$ cat config.mk
export PLATFORM = sky130hd
export DESIGN_NAME = enc_sequencer_flat
export DESIGN_NICKNAME = d
export VERILOG_FILES = /design/src/rtl/enc_sequencer_pkg.sv /design/src/rtl/enc_sequencer_if.sv /design/src/rtl/enc_sequencer_beat_sizer.sv /design/src/rtl/enc_sequencer.sv /design/src/flat_wrapper.sv
export SDC_FILE = /design/constraint.sdc
export NUM_CORES = 1
export LEC_CHECK = 0
export CAP_MARGIN = 0
export CORE_MARGIN = 1.5
export CORE_UTILIZATION = 55
export DETAILED_ROUTE_END_ITERATION = 6
export PLACE_DENSITY = 0.81
export SLEW_MARGIN = 20
export SYNTH_ARGS = -nofsm -noshare
export SYNTH_HDL_FRONTEND = slang
export SYNTH_SLANG_ARGS = --single-unit
$ cat constraint.sdc
create_clock -name clk -period 5.17 [get_ports clk]
set_input_delay 1.2925 -clock clk [delete_from_list [all_inputs] [get_ports clk]]
set_output_delay 1.2925 -clock clk [all_outputs]
set_load 0.005 [all_outputs]
$ cat src/rtl/enc_sequencer_pkg.sv
// rtl/enc_sequencer_pkg.sv - shared Reed-Solomon encoder defaults, derived sizes and sequencer state type
package enc_sequencer_pkg;

    localparam int EGF_ORDER   = 8;
    localparam int ENC_SYM_NUM = 4;
    localparam int RS_COD_LEN  = 255;
    localparam int RS_MSG_LEN  = 239;

    function automatic int ceil_div(input int a, input int b);
        return (a + b - 1) / b;
    endfunction

    localparam int MSG_BEATS = ceil_div(RS_MSG_LEN, ENC_SYM_NUM);
    localparam int PAR_BEATS = ceil_div(RS_COD_LEN - RS_MSG_LEN, ENC_SYM_NUM);
    localparam int SYM_CNT_W = $clog2(RS_COD_LEN);
    localparam int DP_CNT_W  = $clog2(ENC_SYM_NUM + 1);

    typedef enum logic [1:0] {
        IDLE,
        MSG,
        PAR
    } enc_seq_state_t;

endpackage

$ cat src/rtl/enc_sequencer_if.sv
// rtl/enc_sequencer_if.sv - upstream handshake and buffer/formatter control bundle of the sequencer
interface enc_sequencer_if #(
    parameter int CNT_W = enc_sequencer_pkg::DP_CNT_W
);
    logic             in_valid;
    logic             in_ready;
    logic             out_ready;
    logic             dp_en;
    logic [CNT_W-1:0] dp_cnt;
    logic             dp_par;
    logic             dp_sof;
    logic             dp_eof;
    logic             busy;
    logic             cw_done;

    modport master (
        input  in_valid, out_ready,
        output in_ready, dp_en, dp_cnt, dp_par, dp_sof, dp_eof, busy, cw_done
    );

    modport slave (
        output in_valid, out_ready,
        input  in_ready, dp_en, dp_cnt, dp_par, dp_sof, dp_eof, busy, cw_done
    );
endinterface

$ cat src/rtl/enc_sequencer_beat_sizer.sv
// rtl/enc_sequencer_beat_sizer.sv - beat size min(S, limit - sym_cnt) and reaches-limit flag
module enc_beat_sizer #(
    parameter int SYM_NUM = 4,
    parameter int CNT_W   = 8,
    parameter int BEAT_W  = 3
) (
    input  logic [CNT_W-1:0]  sym_cnt_i,
    input  logic [CNT_W:0]    limit_i,
    output logic [BEAT_W-1:0] beat_o,
    output logic              reach_o
);
    logic [CNT_W:0] remain;
    logic [CNT_W:0] sum;

    // One extra bit so N = 2^k-1 plus a full beat cannot wrap before the compare.
    always_comb begin
        remain = limit_i - {1'b0, sym_cnt_i};
        if (int'(remain) > SYM_NUM) begin
            beat_o = BEAT_W'(SYM_NUM);
        end else begin
            beat_o = BEAT_W'(remain);
        end
        sum     = {1'b0, sym_cnt_i} + (CNT_W + 1)'(beat_o);
        reach_o = (sum == limit_i);
    end
endmodule

$ cat src/rtl/enc_sequencer.sv
// rtl/enc_sequencer.sv - beat scheduler splitting each codeword into message and parity phases
module enc_sequencer #(
    parameter int EGF_ORDER   = enc_sequencer_pkg::EGF_ORDER,
    parameter int ENC_SYM_NUM = enc_sequencer_pkg::ENC_SYM_NUM,
    parameter int RS_COD_LEN  = enc_sequencer_pkg::RS_COD_LEN,
    parameter int RS_MSG_LEN  = enc_sequencer_pkg::RS_MSG_LEN
) (
    input logic             clk,
    input logic             rst,
    enc_sequencer_if.master bus
);
    import enc_sequencer_pkg::*;

    localparam int SCW = $clog2(RS_COD_LEN);
    localparam int DCW = $clog2(ENC_SYM_NUM + 1);

    if (EGF_ORDER < 1 || ENC_SYM_NUM < 1 || RS_MSG_LEN < 1 || RS_MSG_LEN >= RS_COD_LEN) begin : g_param_check
        $error("enc_sequencer: invalid parameter set");
    end

    enc_seq_state_t state_q, state_d;
    logic [SCW-1:0] sym_cnt_q, sym_cnt_d;
    logic [SCW:0]   limit;
    logic [DCW-1:0] beat;
    logic           reach;
    logic           in_ready;
    logic           msg_fire, par_fire, fire;

    logic           dp_en_q, dp_par_q, dp_sof_q, dp_eof_q, cw_done_q;
    logic [DCW-1:0] dp_cnt_q;

    enc_beat_sizer #(
        .SYM_NUM (ENC_SYM_NUM),
        .CNT_W   (SCW),
        .BEAT_W  (DCW)
    ) u_sizer (
        .sym_cnt_i (sym_cnt_q),
        .limit_i   (limit),
        .beat_o    (beat),
        .reach_o   (reach)
    );

    always_comb begin
        limit    = (state_q == PAR) ? (SCW + 1)'(RS_COD_LEN) : (SCW + 1)'(RS_MSG_LEN);
        in_ready = bus.out_ready & ~rst & (state_q != PAR);
        msg_fire = bus.in_valid & in_ready;
        par_fire = bus.out_ready & (state_q == PAR);
        fire     = msg_fire | par_fire;

        state_d   = state_q;
        sym_cnt_d = sym_cnt_q;
        if (fire) begin
            sym_cnt_d = sym_cnt_q + SCW'(beat);
            if (par_fire && reach) begin
                sym_cnt_d = '0;
                state_d   = IDLE;
            end else if (par_fire || reach) begin
                state_d = PAR;
            end else begin
                state_d = MSG;
            end
        end
    end

    always_ff @(posedge clk or posedge rst) begin
        if (rst) begin
            state_q   <= IDLE;
            sym_cnt_q <= '0;
            dp_en_q   <= 1'b0;
            dp_cnt_q  <= '0;
            dp_par_q  <= 1'b0;
            dp_sof_q  <= 1'b0;
            dp_eof_q  <= 1'b0;
            cw_done_q <= 1'b0;
        end else begin
            state_q   <= state_d;
            sym_cnt_q <= sym_cnt_d;
            dp_en_q   <= fire;
            dp_par_q  <= par_fire;
            dp_sof_q  <= fire && (sym_cnt_q == '0);
            dp_eof_q  <= par_fire && reach;
            cw_done_q <= par_fire && reach;
            if (fire) begin
                dp_cnt_q <= beat;
            end
        end
    end

    assign bus.in_ready = in_ready;
    assign bus.dp_en    = dp_en_q;
    assign bus.dp_cnt   = dp_cnt_q;
    assign bus.dp_par   = dp_par_q;
    assign bus.dp_sof   = dp_sof_q;
    assign bus.dp_eof   = dp_eof_q;
    assign bus.cw_done  = cw_done_q;
    assign bus.busy     = (sym_cnt_q != '0);
endmodule

$ cat src/flat_wrapper.sv
// flat-port wrapper written by rule: the top's interface ports become plain ports
module enc_sequencer_flat import enc_sequencer_pkg::*;
#(
    parameter int EGF_ORDER   = enc_sequencer_pkg::EGF_ORDER,
    parameter int ENC_SYM_NUM = enc_sequencer_pkg::ENC_SYM_NUM,
    parameter int RS_COD_LEN  = enc_sequencer_pkg::RS_COD_LEN,
    parameter int RS_MSG_LEN  = enc_sequencer_pkg::RS_MSG_LEN
)
  (clk, rst, bus_in_valid, bus_out_ready, bus_in_ready, bus_dp_en, bus_dp_cnt, bus_dp_par, bus_dp_sof, bus_dp_eof, bus_busy, bus_cw_done);
  enc_sequencer_if bus_i ();
  input logic clk;
  input logic rst;
  input wire logic [$bits(bus_i.in_valid)-1:0] bus_in_valid;
  input wire logic [$bits(bus_i.out_ready)-1:0] bus_out_ready;
  output wire logic [$bits(bus_i.in_ready)-1:0] bus_in_ready;
  output wire logic [$bits(bus_i.dp_en)-1:0] bus_dp_en;
  output wire logic [$bits(bus_i.dp_cnt)-1:0] bus_dp_cnt;
  output wire logic [$bits(bus_i.dp_par)-1:0] bus_dp_par;
  output wire logic [$bits(bus_i.dp_sof)-1:0] bus_dp_sof;
  output wire logic [$bits(bus_i.dp_eof)-1:0] bus_dp_eof;
  output wire logic [$bits(bus_i.busy)-1:0] bus_busy;
  output wire logic [$bits(bus_i.cw_done)-1:0] bus_cw_done;
  assign bus_i.in_valid = bus_in_valid;
  assign bus_i.out_ready = bus_out_ready;
  assign bus_in_ready = bus_i.in_ready;
  assign bus_dp_en = bus_i.dp_en;
  assign bus_dp_cnt = bus_i.dp_cnt;
  assign bus_dp_par = bus_i.dp_par;
  assign bus_dp_sof = bus_i.dp_sof;
  assign bus_dp_eof = bus_i.dp_eof;
  assign bus_busy = bus_i.busy;
  assign bus_cw_done = bus_i.cw_done;
  enc_sequencer #(.EGF_ORDER(EGF_ORDER), .ENC_SYM_NUM(ENC_SYM_NUM), .RS_COD_LEN(RS_COD_LEN), .RS_MSG_LEN(RS_MSG_LEN)) u_core (.clk(clk), .rst(rst), .bus(bus_i));
endmodule
After elaboration in Yosys (flattened, before gate mapping)

Cells that the tools add are included.

Multiplexer cells: 5
Equality and inequality tests: 3
Reductions and logical operators: 5
$add $sub $neg: 3
$lt $le $gt $ge: 1
Bitwise operators: 6

Operator list:

| operator                                            | count |
|---|---|
| adder 8 x 3 -> 9 bit                                | 1 |
| equality test 9 bit                                 | 1 |
| > comparator 9 x 3 -> 1 bit (second input constant) | 1 |
| subtractor 8 x 8 -> 9 bit                           | 1 |
| adder 8 x 3 -> 8 bit                                | 1 |
| zero test 8 bit                                     | 1 |
| 2-to-1 mux 8 bit                                    | 1 |
| nonzero test 8 bit                                  | 1 |
| 2-to-1 mux 5 bit                                    | 1 |
| AND 1 bit                                           | 4 |
| 2-to-1 mux 2 bit                                    | 2 |
| 2-to-1 mux 3 bit                                    | 1 |
| equality test 2 bit (second input constant)         | 1 |
| logical AND 1 bit                                   | 2 |
| inequality test 2 bit (second input constant)       | 1 |
| logical OR 1 bit                                    | 1 |
| inverter 1 bit                                      | 1 |
| bitwise OR 1 bit                                    | 1 |

Output and inout bits: 10
Input bits: 4
Register bits after elaboration: 17
Logic and storage cells: 30

Depth between registers and ports, before layout

Depth after elaboration: 10
Gate-level depth with buffers: 20
Mapped depth without buffers: 19

Modules after synthesis

A second synthesis with hierarchy kept.

Cells, all modules: 201
Area, all modules: 1736.7 sq um

By module, submodules not included:

| module         | sequential area each (sq um) | cells each | area an instance (sq um) | instances |
|---|---|---|---|---|
| enc_sequencer  | 425.4                        | 94         | 910.9                    | 1 |
| enc_beat_sizer | 0.0                          | 107        | 825.8                    | 1 |

Worst setup path before layout

No wires, ideal clock.

Path type: input port to output port
Start: in rst
End: out bus_in_ready
Stages on the path: 2
Data required time: 3878 ps
Path slack: 1961 ps
Arrival: 1916 ps
Buffers on the path: 0
Path through: inv_1 and3_1

Longest elaborated chain between the ends: 3

Ends and longest elaborated chain:

| element                | line                | text |
|---|---|---|
| start, declared        | flat_wrapper.sv:12  | `input logic rst;` |
| inverter 1 bit         | enc_sequencer.sv:45 | `in_ready = bus.out_ready & ~rst & (state_q != PAR);` |
| AND 1 bit (2 in a row) | enc_sequencer.sv:45 |  |
| end, declared          | flat_wrapper.sv:15  | `output wire logic [$bits(bus_i.in_ready)-1:0] bus_in_ready;` |

Every way passes these cells.

Worst setup path in the final report

Start: in bus_out_ready
End: out bus_in_ready

Longest elaborated chain between the ends: 2

Ends and longest elaborated chain:

| element                | line                | text |
|---|---|---|
| start, declared        | flat_wrapper.sv:14  | `input wire logic [$bits(bus_i.out_ready)-1:0] bus_out_ready;` |
| AND 1 bit (2 in a row) | enc_sequencer.sv:45 |  |

Every way passes these cells.

==> parameters.txt <==
Parameter                              Value

Synth
  Post-synthesis mux area share ... 0.893%
  Number of warning messages in the yosys log ... 0
  Synth cell types ... 46
  Net Count, Synth ... 130
  Proportion of synthesized flip-flops having asynchronous set or reset ... 100%
  Most used DFF post-synth ... sky130_fd_sc_hd__dfrtp_1
  Share of synthesized area occupied by flip-flops and latches ... 37.9%
  Total standard cell area after synthesis ... 1120 µm²
  Syn Area/Cell ... 9.27 µm²
  Number of flops mapped to enable cells by yosys ... 0
  Synthesized-area fraction occupied by ao, oa, aoi and oai cells ... 19.0%
  Share of the synthesized netlist area taken by xor and xnor gates ... 2.23%
  Synthesis-stage register bit count ... 17
  Synth Area in Simple Gates ... 24.2%
  Largest family of logic cells by synthesized area ... simple AND/OR/NAND/NOR gates
  Number of instances in the synthesized netlist ... 121
  Area share of fa/ha/maj cells after synthesis ... 5.58%

Timing
  Setup repair after global routing missed its margin ... no
  Setup violations, final ... 0
  Maximum achievable frequency ... 263 MHz
  Post-route fraction of the period consumed by the critical path ... 73.5%
  Final number of hold-violating endpoints ... 0
  Min Clock Period, post-route ... 3.80 ns
  Setup TNS Final ... 0 ns
  Worst setup skew after layout ... 0.00294 ns
  Number of max-slew violations in the final report ... 0

Power
  Share of power burned in registers ... 38.3%
  Worst vdd rail ir drop ... 0.288 mV
  Switching share of total power ... 44.3%
  Clock share of power ... 13.4%
  Net switching power ... 241 µW
  Leakage power ... 0.535 nW
  Areal power density over the cells ... 434 nW/µm²
  Internal portion of total power ... 302 µW
  Logic pwr share ... 48.3%

Place
  Placer Congestion ... 0.885
  Dpl hpwl ... 1640 µm
  # port buffers ... 13
  Instance area after placement ... 1220 µm²

CTS
  CTS clk-pin slew, worst paths ... 0.11 ns
  Postcts setup bufs ... 0
  Buffer depth of the longest clock path ... 2
  CTS root buffer ... sky130_fd_sc_hd__clkbuf_4
  Hold buffers post-CTS ... 0
  Number of buffers created by CTS ... 3
  Total number of H-tree levels ... 1
  Clock sink count ... 17
  Number of gates resized after cts ... 0
  Clock latency on the worst-skew pair ... 0.29 ns
  TritonCTS clock tree ... done

Drt
  Average wire length per cell after detail routing ... 14.0 µm
  Remaining number of nets flagged by the antenna check after routing ... 0
  Total vias in the final route ... 936
  DRC marker count from the first detailed-route iteration ... 43
  Vias/cell ... 5.85
  Total Routed Length ... 2250 µm
  Number of remaining DRC errors ... 0
  Number of iterations in the first detailed-routing pass ... 4

Min path
  Worst hold path class ... register to register

Critical path
  Setup crit end kind ... output pin
  Setup crit start kind ... input pin
  Data required time of the critical path ... 3.88 ns
  Data arrival time of the critical path ... 2.51 ns
  Crit Path Max Fanout ... 5
  Category of the most critical setup path ... input pin to output pin

Final layout
  Commonest cells after routing, fill and taps aside ... 22 x sky130_fd_sc_hd__nand2_1, 17 x sky130_fd_sc_hd__dfrtp_1, 13 x sky130_fd_sc_hd__clkdlybuf4s50_1
  Final antenna diode count ... 0
  Fin area ... 1250 µm²
  Layout-stage area growth over the synthesis result ... 11.6%
  Post-layout nets ... 143
  Share of layout cells above drive strength 1 ... 10.5%
  Layout filler cell count ... 176
  Leading cell type in the layout, fill and taps excluded ... sky130_fd_sc_hd__nand2_1

Floorplanning
  I/O pin count ... 14
  Die area ... 2320 µm²
  Starting utilization of the core area ... 57.7%
  Area of the core region ... 1940 µm²
  Number of standard-cell rows in the floorplan ... 16
  Die X ... 48.1 µm
  Height of the die ... 48.1 µm

Global route
  Number of global-route vias before repair ... 795
  Pin count of the biggest net entering global routing ... 18
  Total grt overflow ... 0
  Antenna violations before repair ... 0
  Wire length of the first global-routing pass ... 3640 µm
  Overall fraction of global-route tracks in use ... 23.0%

Status
  Status ... completed

Job
  Number of max-cap violations ... 0
routing by layer:
layer	vias up	wire, µm	GRT usage, %
met2	35	1080	35.5
met4	0	49	9.73
met3	6	96	3.33
li1	456	-	-
met1	439	1020	32.1
met5	-	0	0
logic make-up (layout without fill, tap and decap cells):
logic type / Yosys count / after routing
AOI/OAI and AO/OA: 27 / 27
adders and majority gates: 5 / 5
xor gates and xnor gates: 2 / 2
other: 1 / 1
DFF: 17 / 17
and+or+nand+nor: 52 / 52
muxes: 1 / 1
buffers and inverters: 16 / 28
critical path: stages:
cell and delay [ns]:
sky130_fd_sc_hd__clkdlybuf4s50_1 0.55, sky130_fd_sc_hd__and3_1 0.17, sky130_fd_sc_hd__clkdlybuf4s50_1 0.50
power by group through the flow:
stage	Combinational (mW)	Sequential, mW	Clock, mW
global route	0.292	0.214	0.0801
floorplan	0.260	0.184	0
detailed placement	0.257	0.211	0
finish	0.262	0.208	0.0730
global placement	0.247	0.208	0
CTS	0.258	0.207	0.0729
registers in the layout (all words and copies together) (netlist names):
register           flops
u_core.bus.dp_cnt      3
u_core.bus.dp_en       1
u_core.bus.dp_eof      1
u_core.bus.dp_par      1
u_core.bus.dp_sof      1
u_core.state_q         2
u_core.sym_cnt_q       8
final cells by class:
type	count	area, µm²	share of cell area (%)
multi-input combinational	88	586	46.8
sequential	17	425	34.0
timing repair buffer	15	145	11.6
inverter	9	33.8	2.70
tap	27	33.8	2.70
clock buffer	3	22.5	1.80
clock inverter	1	5.00	0.400
path summary, 6_finish.rpt:
path | start | end | slack (ns) | cells past startpoint
worst min register to register | u_core.bus.dp_cnt[2] | u_core.bus.dp_cnt[2] | 0.50 | 1
min in group asynchronous | rst | u_core.state_q[1] | 1.37 | 3
worst max-delay path | bus_out_ready | bus_in_ready | 1.37 | 3
max in group asynchronous | rst | u_core.sym_cnt_q[7] | 3.61 | 3
worst max register to register | u_core.state_q[1] | u_core.sym_cnt_q[7] | 1.51 | 16
worst min-delay path | u_core.bus.dp_cnt[2] | u_core.bus.dp_cnt[2] | 0.50 | 1
synthesized netlist by cell type (2+ instances only):
master	number	share of area (%)
sky130_fd_sc_hd__or4_1	3	2.0
sky130_fd_sc_hd__inv_1	8	2.7
sky130_fd_sc_hd__nor3_1	4	1.8
sky130_fd_sc_hd__nor4_1	3	1.7
sky130_fd_sc_hd__o21ai_1	5	2.2
sky130_fd_sc_hd__o21ai_0	2	0.89
sky130_fd_sc_hd__ha_1	5	5.6
sky130_fd_sc_hd__a31o_1	2	1.6
sky130_fd_sc_hd__nand4_1	2	1.1
sky130_fd_sc_hd__nor2_1	2	0.67
sky130_fd_sc_hd__buf_4	3	2.0
sky130_fd_sc_hd__nand2_1	22	7.4
sky130_fd_sc_hd__o41ai_1	2	1.6
sky130_fd_sc_hd__dfrtp_1	17	38
sky130_fd_sc_hd__nand3_1	4	1.8
sky130_fd_sc_hd__and3_1	2	1.1
sky130_fd_sc_hd__o211ai_1	3	2.0
sky130_fd_sc_hd__a21oi_1	4	1.8
through the flow:
step	worst slack, ns	hold WS [ns]	instances	total power [mW]	util (%)
2_1_floorplan	1.96	0.455	121	0.444	-
3_3_place_gp	1.41	0.471	156	0.455	63.0
3_5_place_dp	1.39	0.478	156	0.468	63.0
4_1_cts	1.38	0.502	160	0.538	64.4
5_1_grt	1.25	0.532	160	0.586	64.4
6_report	1.37	0.500	160	0.543	64.4
No activity file was read; power rests on OpenSTA's default activity.
==> variant (same flow settings) <==
Set the package constant `RS_COD_LEN` to 510 (it was 255).
--- a/src/rtl/enc_sequencer_pkg.sv
+++ b/src/rtl/enc_sequencer_pkg.sv
@@ -4,5 +4,5 @@
     localparam int EGF_ORDER   = 8;
     localparam int ENC_SYM_NUM = 4;
-    localparam int RS_COD_LEN  = 255;
+    localparam int RS_COD_LEN  = 510;
     localparam int RS_MSG_LEN  = 239;
 
Formal check against the unedited RTL: same outputs for any inputs over 10 cycles, from zero or initial values and one cycle with rst high; that may be too few to reach the edited logic, so the function may still have changed.
==> variant against the original RTL <==
Via count grew 25%; hold slack lost 0.0097 ns; synthesized area grew 20%; setup slack lost 0.77 ns; design area grew 20%; highest routed layer unchanged; sequential cell count grew 1; non-clock buffer count grew 2; routed wire length grew 35%; total power grew 5.6%.
==> variant: results (changes against the original RTL) <==
[yosys]
synthAdderAreaFrac_pct=7.08  ; was 5.58%
synth_xor_area_share_pct=7.83  ; was 2.23%
synthTopCellsByArea=dfrtp_1 34%, ha_1 5.6%, nand2_1 4.8%  ; was dfrtp_1 38%, nand2_1 7.4%, ha_1 5.6%
syn-num-nets=166  ; was 130
synthDistinctLibCells=43  ; was 46
synth_compound_area_share_pct=17.3  ; was 19.0%
syn_area_per_cell_um2=8.66  ; was 9.27 µm²
ys_seq_area_share_pct=33.6  ; was 37.9%
yosys-mux-area-fraction_pct=3.08  ; was 0.893%
synthTopCellsByCount=18 x dfrtp_1, 17 x nand2_1, 12 x nor2_1, 8 x clkbuf_1  ; was 22 x nand2_1, 17 x dfrtp_1, 8 x inv_1, 5 x ha_1, 5 x o21ai_1

[critical_path]
r2r_cells=17  ; was 16
cp-endpoint=u_core.sym_cnt_q[7]  ; was bus_in_ready
crit_family=simple AND/OR/NAND/NOR gates  ; was buffers and inverters
critical_path_arrival_ns=4.81  ; was 2.51 ns
max_stage_delay_ns=0.49  ; was 0.55 ns
slowest_stage=or4_4  ; was clkdlybuf4s50_1
cp_max_fo=8  ; was 5
critPathLaunch=u_core.sym_cnt_q[0]  ; was bus_out_ready
reg2reg_slack_ns=0.60  ; was 1.51 ns
r2r_start=u_core.sym_cnt_q[0]  ; was u_core.state_q[1]
end_kind=register  ; was primary output

[place]
place_area_um2=1480  ; was 1220 µm²
pre_cts_ws_ns=0.641  ; was 1.39 ns
place_congestion=0.938  ; was 0.885
post-dp-hpwl_um=2270  ; was 1640 µm

[global_route]
grtUsageTotal_pct=26.0  ; was 23.0%
met3_usage_pct=3.14  ; was 3.33%
grt_pass1_wl_um=5180  ; was 3640 µm
first_global_vias=1119  ; was 795
grt_util_met1_pct=33.5  ; was 32.1%
grt_use_met2_pct=42.5  ; was 35.5%
grt_max_degree=21  ; was 18

[finish]
fillers=187  ; was 176
largest_reg_flops=9  ; was 8
nNetsFinal=176  ; was 143
stdcell_count=191  ; was 160
drive_gt1_share_pct=11.0  ; was 10.5%

[detailed_routing]
wl_met2_um=1410  ; was 1080 µm
routedWlPerCell_um=15.8  ; was 14.0 µm
m1WireLength_um=1330  ; was 1020 µm
vias=1171  ; was 936
drt_iter0_drc=40  ; was 43
dr_wl_met3_um=205  ; was 96 µm

[sta]
maxSlewHeadroom_pct=54.0
whs_ns=0.490  ; was 0.500 ns
worst_clock_skew_ns=0.00992  ; was 0.00294 ns

[worst_hold_path]
hold_path_end=u_core.bus.dp_cnt[0]  ; was u_core.bus.dp_cnt[2]
hold_start=u_core.bus.dp_cnt[0]  ; was u_core.bus.dp_cnt[2]

[clock_tree]
post-cts-setup-buffers=0  ; unchanged
clockRootBuffer=clkbuf_4  ; unchanged

[status]
outcome=finished clean  ; unchanged

[power_and_ir_drop]
peakVddDrop_v=0.000242  ; was 0.000288 V
p_leak_nw=0.664  ; was 0.535 nW

[variant: changes by cell type after synthesis, moves of 5 or more]
cell	change
nor2_1	+10
o21ai_1	-5
xnor2_1	+6
clkbuf_1	+7
xor2_1	+5
o31ai_1	+6
nand2_1	-5
[variant: power breakdown]
group          internal [mW]  total, mW  switching [mW]  leakage [nW]
sequential             0.171      0.228          0.0573         0.229
combinational          0.126      0.275           0.149         0.422
clock                 0.0271     0.0705          0.0433        0.0138
[variant: final cells by class]
cell class / count / area, µm² / share of cell area, %
multi-input cells: 120 / 815 / 54.2
flip-flops and latches: 18 / 450 / 30.0
repair buffers: 17 / 160 / 10.7
well taps: 28 / 35.0 / 2.33
clock buffers: 3 / 22.5 / 1.50
inverters: 5 / 18.8 / 1.25
[variant: worst reg2reg max path: cells and delay by family, from the launching register on]
family	cells	cell delay [ns]
AND/OR/NAND/NOR	8	2.00
adder cells (fa/ha/maj)	3	0.83
AO/OA/AOI/OAI	4	0.71
flip-flops	1	0.45
multiplexers	1	0.32
buffers and inverters	1	0.19
